==> src/rtl/key_debounce_pulse.sv <==
// key_debounce_pulse: conditions one raw push-button into clean clock-synchronous events.
// Two-flop synchroniser, saturating counter debounce on both edges, registered
// press/release strobes and a debounced held level.
// Optional auto-repeat of the press strobe while held: define KEY_AUTOREPEAT_EN.
module key_debounce_pulse #(
  parameter int unsigned DEBOUNCE_CYCLES   = 500000,
  parameter int unsigned BUTTON_ACTIVE_LOW = 1,
  parameter int unsigned REPEAT_DELAY      = 25000000,
  parameter int unsigned REPEAT_PERIOD     = 5000000
) (
  input  logic clock,
  input  logic reset,
  input  logic button,
  output logic pressing,
  output logic releasing,
  output logic held
);

  localparam int unsigned CntW = $clog2(DEBOUNCE_CYCLES + 1);
  localparam logic [CntW-1:0] CntLast = CntW'(DEBOUNCE_CYCLES - 1);
  localparam logic [CntW-1:0] CntMax  = CntW'(DEBOUNCE_CYCLES);
  localparam logic [CntW-1:0] CntOne  = CntW'(1);
  // Pin level while the key is released; sync flops reset to it so no edge is seen
  localparam logic InactiveLevel = (BUTTON_ACTIVE_LOW != 0) ? 1'b1 : 1'b0;

  // Reject configurations the counters cannot represent
  if (DEBOUNCE_CYCLES < 2) begin : g_bad_debounce
    $error("DEBOUNCE_CYCLES must be at least 2");
  end
  if (REPEAT_PERIOD == 0 || REPEAT_PERIOD > REPEAT_DELAY) begin : g_bad_repeat
    $error("REPEAT_PERIOD must be in 1..REPEAT_DELAY");
  end

  typedef enum logic [1:0] {StIdle, StPressWait, StDown, StReleaseWait} state_e;

  logic [1:0]      sync_q;
  logic            s;
  state_e          state_q, state_d;
  logic [CntW-1:0] cnt_q, cnt_d;
  logic            pressing_q, pressing_d;
  logic            releasing_q, releasing_d;
  logic            held_q, held_d;

  // Synchronise the raw pin into the clock domain
  always_ff @(posedge clock or posedge reset) begin
    if (reset) begin
      sync_q <= {2{InactiveLevel}};
    end else begin
      sync_q <= {sync_q[0], button};
    end
  end

  // Normalised synced sample: 1 means pressed
  assign s = sync_q[1] ^ InactiveLevel;

`ifdef KEY_AUTOREPEAT_EN
  localparam int unsigned RptW = $clog2(REPEAT_DELAY + 1);
  localparam logic [RptW-1:0] RptLast   = RptW'(REPEAT_DELAY - 1);
  localparam logic [RptW-1:0] RptReload = RptW'(REPEAT_DELAY - REPEAT_PERIOD);

  logic [RptW-1:0] rpt_q, rpt_d;

  // Hold-time counter for auto-repeat; frozen outside DOWN
  always_ff @(posedge clock or posedge reset) begin
    if (reset) begin
      rpt_q <= '0;
    end else begin
      rpt_q <= rpt_d;
    end
  end
`endif

  // FSM state, debounce counter and registered outputs
  always_ff @(posedge clock or posedge reset) begin
    if (reset) begin
      state_q     <= StIdle;
      cnt_q       <= '0;
      pressing_q  <= 1'b0;
      releasing_q <= 1'b0;
      held_q      <= 1'b0;
    end else begin
      state_q     <= state_d;
      cnt_q       <= cnt_d;
      pressing_q  <= pressing_d;
      releasing_q <= releasing_d;
      held_q      <= held_d;
    end
  end

  // Next-state, counter and strobe decode
  always_comb begin
    state_d     = state_q;
    cnt_d       = cnt_q;
    pressing_d  = 1'b0;
    releasing_d = 1'b0;
    held_d      = held_q;
    unique case (state_q)
      StIdle: begin
        held_d = 1'b0;
        if (s) begin
          state_d = StPressWait;
          cnt_d   = CntOne;
        end
      end
      StPressWait: begin
        if (!s) begin
          state_d = StIdle;
          cnt_d   = '0;
        end else if (cnt_q >= CntLast) begin
          state_d    = StDown;
          cnt_d      = '0;
          pressing_d = 1'b1;
          held_d     = 1'b1;
        end else if (cnt_q != CntMax) begin
          cnt_d = cnt_q + CntOne;
        end
      end
      StDown: begin
        held_d = 1'b1;
        if (!s) begin
          state_d = StReleaseWait;
          cnt_d   = CntOne;
        end
      end
      StReleaseWait: begin
        held_d = 1'b1;
        if (s) begin
          state_d = StDown;
          cnt_d   = '0;
        end else if (cnt_q >= CntLast) begin
          state_d     = StIdle;
          cnt_d       = '0;
          releasing_d = 1'b1;
          held_d      = 1'b0;
        end else if (cnt_q != CntMax) begin
          cnt_d = cnt_q + CntOne;
        end
      end
      default: begin
        state_d = StIdle;
        cnt_d   = '0;
        held_d  = 1'b0;
      end
    endcase

`ifdef KEY_AUTOREPEAT_EN
    rpt_d = rpt_q;
    if (state_q == StPressWait && state_d == StDown) begin
      rpt_d = '0;
    end else if (state_q == StDown) begin
      // Fires even on the cycle DOWN is left for RELEASE_WAIT
      if (rpt_q >= RptLast) begin
        pressing_d = 1'b1;
        rpt_d      = RptReload;
      end else begin
        rpt_d = rpt_q + RptW'(1);
      end
    end
`endif
  end

  assign pressing  = pressing_q;
  assign releasing = releasing_q;
  assign held      = held_q;

endmodule

==> config.mk <==
export PLATFORM = sky130hd
export DESIGN_NAME = key_debounce_pulse
export DESIGN_NICKNAME = d
export VERILOG_FILES = /design/src/rtl/key_debounce_pulse.sv
export SDC_FILE = /design/constraint.sdc
export NUM_CORES = 1
export LEC_CHECK = 0
export BUFFER_PORTS_ARGS = -buffer_cell sky130_fd_sc_hd__clkbuf_2
export CAP_MARGIN = 20
export CORE_ASPECT_RATIO = 2
export CORE_MARGIN = 2
export CORE_UTILIZATION = 54
export DETAILED_ROUTE_END_ITERATION = 8
export PLACE_DENSITY_LB_ADDON = 0.15
export SLEW_MARGIN = 40
export SYNTH_ARGS = -nofsm -noshare
export SYNTH_HDL_FRONTEND = slang
export SYNTH_SLANG_ARGS = --single-unit
export TNS_END_PERCENT = 20
==> constraint.sdc <==
create_clock -name clock -period 2.1 [get_ports clock]
set_clock_uncertainty 0.05 [all_clocks]
set_input_delay 0.63 -clock clock [delete_from_list [all_inputs] [get_ports clock]]
set_output_delay 0.63 -clock clock [all_outputs]
set_load 0.01 [all_outputs]
==> metrics.txt <==
Synth Cell Area 0.00166 mm^2; minimum clock period 2.19 ns; HPWL Detailed 3.25 mm; CP Capture Type flip-flop; MaxCap Viol Count 0; clock buffer depth 2; synthesized net count 193; gp weighted congestion 0.846; filler instances 210; type of origin of the critical path flip-flop; Netlist cell types 47; Die H 82.5 um; Die Width 43.3 um; Global Route Usage Sum 0.286; Final Max Slew Viols 0; Site Rows 28; Syn Area/Cell 9.09 um^2; area leader, netlist dfrtp_1; number of synthesized flops with an enable pin 0; DR vias 1652; grt ovf 0; prevailing post-synth register cell dfrtp_1; FF/Latch Area 654 um^2; Synth Instances 183; Synth-to-Final Area Change 31.1%; critical path required time 2.22 ns; register area share after synthesis 0.392; total power 1.87 mW; I/O pin count 6; failing checks setup timing; largest net degree at the start of global routing 27; wire per inst 18.3 um; die area 0.00357 mm^2; # diodes 0; CP peak stage delay 0.50 ns; proportion of netlist area held by the largest area contributor 0.361; Final Hold Viols 0; most common cell in the netlist dfrtp_1; Clock Sinks 26; path type of the worst min-delay path reg2reg; CTS tree built; Static Leak 0.999 nW; Starting Density 0.565; fraction of layout cells with a size suffix above 1 0.330; synthesized flop and latch total 26; crit path cell chain or2_1 -> or4_4 -> o21ai_0 -> buf_4 -> o31ai_1 -> a22o_1; RSZ-0062 raised after global routing yes; setup ws final -0.0945 ns; final setup fails 14; Peak Freq 456 MHz; first-pass GRT wire length 7.50 mm; core area 0.00294 mm^2; vias in the first global route 1724; fin area 0.00218 mm^2; # DRC 0; CTS buffer count 3; DRT Pass-1 Iters 4; Antenna Nets Post-Route 0; clk root buf clkbuf_8; YS warnings 0; # nets final 238; DRT iter0 DRCs 72; Avg Vias per Cell 6.43; Setup CP Type reg2reg; main area contributors after synthesis dfrtp_1 36%, ha_1 5.3%, a22o_1 4.7%; pwr/cell area 855 mW/mm^2; Final period util 1.05; PortBufs 5; CP arrival 2.31 ns; FFs w/ async S/R, synth 1.00; routed wire length 4.70 mm; # hold bufs at CTS 0; Worst Tran Pin Value 0.493 ns; status complete, but fails checks; CP max FO 4; area of the multi-input gates 0.00101 mm^2; Critical-path top delay cell or4_4; htree depth 1; final std cells w/o fill 257; Worst-path clk slew 0.09 ns; DP Area 0.00198 mm^2; Clk Latency, worst-skew pair 0.28 ns; Commonest cells post-synth 24 x dfrtp_1, 16 x nand2_1, 13 x nor3_1, 11 x inv_1, 11 x nor2_1; VDD IR max 0.000609 V; dpl cells 244; initial antenna violation count 0; DP Worst Slack -0.0892 ns; Worst slew margin 0.668
## cell type report
type,instances,area share
clock buffer,4,0.0252
inverter,11,0.0189
multi-input combinational,136,0.463
sequential,26,0.300
tap,30,0.0172
timing repair buffer,50,0.175
## logic make-up after synthesis
group | after synthesis | synth area share
buffers and inverters | 21 | 0.0504
muxes | 3 | 0.0188
adders and majority gates | 7 | 0.0526
and+or+nand+nor | 77 | 0.254
AOI/OAI and AO/OA | 44 | 0.205
xor gates and xnor gates | 5 | 0.0263
DFF | 26 | 0.392
## path summary, 6_finish.rpt
| check | from | to | slack [ns] | depth (start not counted) |
|---|---|---|---|---|
| max in group asynchronous | reset | sync_q[1] | 1.39 | 3 |
| hold / removal | sync_q[0] | sync_q[1] | 0.31 | 0 |
| setup / recovery | cnt_q[11] | cnt_q[2] | -0.09 | 6 |
| setup reg to reg | cnt_q[11] | cnt_q[2] | -0.09 | 6 |
| min in group asynchronous | reset | cnt_q[0] | 0.32 | 3 |
| hold reg to reg | sync_q[0] | sync_q[1] | 0.31 | 0 |
## critical path, delay by kind of cell (launching register included)
| kind | cells | cell delay, ns |
|---|---|---|
| AND/OR/NAND/NOR | 2 | 0.73 |
| AO/OA/AOI/OAI | 3 | 0.70 |
| flip-flops | 1 | 0.41 |
| buffers and inverters | 1 | 0.20 |
## per-stage QoR
step / setup TNS, ns / util / hold slack, ns
detailed placement: -0.408 / 0.673 / 0.303
CTS: -0.0416 / 0.715 / 0.316
finish: -0.562 / 0.741 / 0.313
floorplan: -0.0416 / - / 0.295
global placement: 0 / 0.673 / 0.299
global route: -1.80 / 0.741 / 0.323
## per-layer routing
metal | global-route usage | vias to the layer above | wire [um]
li1 | - | 771 | -
met1 | 0.294 | 808 | 1620
met2 | 0.524 | 56 | 2690
met3 | 0.0435 | 17 | 212
met4 | 0.179 | 0 | 174
met5 | 0 | - | 0
## timing repair
action                     in CTS  in global routing
setup endpoints to repair      19                 22
cloned                          2                  0
pin swaps                       2                  6
buffers inserted                5                  3
resized for setup               5                 14
## flip-flops by register name (all words and copies together) (netlist names), named ones only
register / flops
cnt_q: 19
sync_q: 2
held: 1
pressing: 1
releasing: 1
state_q: 1
## where the power goes
| group | internal [mW] | switching, mW | leakage [nW] | total (mW) |
|---|---|---|---|---|
| clock | 0.168 | 0.162 | 0.0288 | 0.330 |
| sequential | 0.557 | 0.0512 | 0.344 | 0.608 |
| combinational | 0.421 | 0.508 | 0.626 | 0.929 |
## placed cells by master, fill, tap and decap left out, drive strengths merged, types with 2 or more instances in the layout
| master | n |
|---|---|
| a211o | 2 |
| a21o | 6 |
| a21oi | 2 |
| a22o | 9 |
| a41oi | 2 |
| buf | 45 |
| clkbuf | 9 |
| dfrtp | 24 |
| dfstp | 2 |
| ha | 7 |
| inv | 11 |
| mux2i | 2 |
| nand2 | 16 |
| nand3 | 5 |
| nand4 | 7 |
| nor2 | 11 |
| nor2b | 2 |
| nor3 | 13 |
| nor4 | 7 |
| nor4b | 5 |
| o21ai | 4 |
| o31ai | 9 |
| or2 | 3 |
| or4 | 2 |
| xnor2 | 4 |
Power figures use the tool's default switching activity.
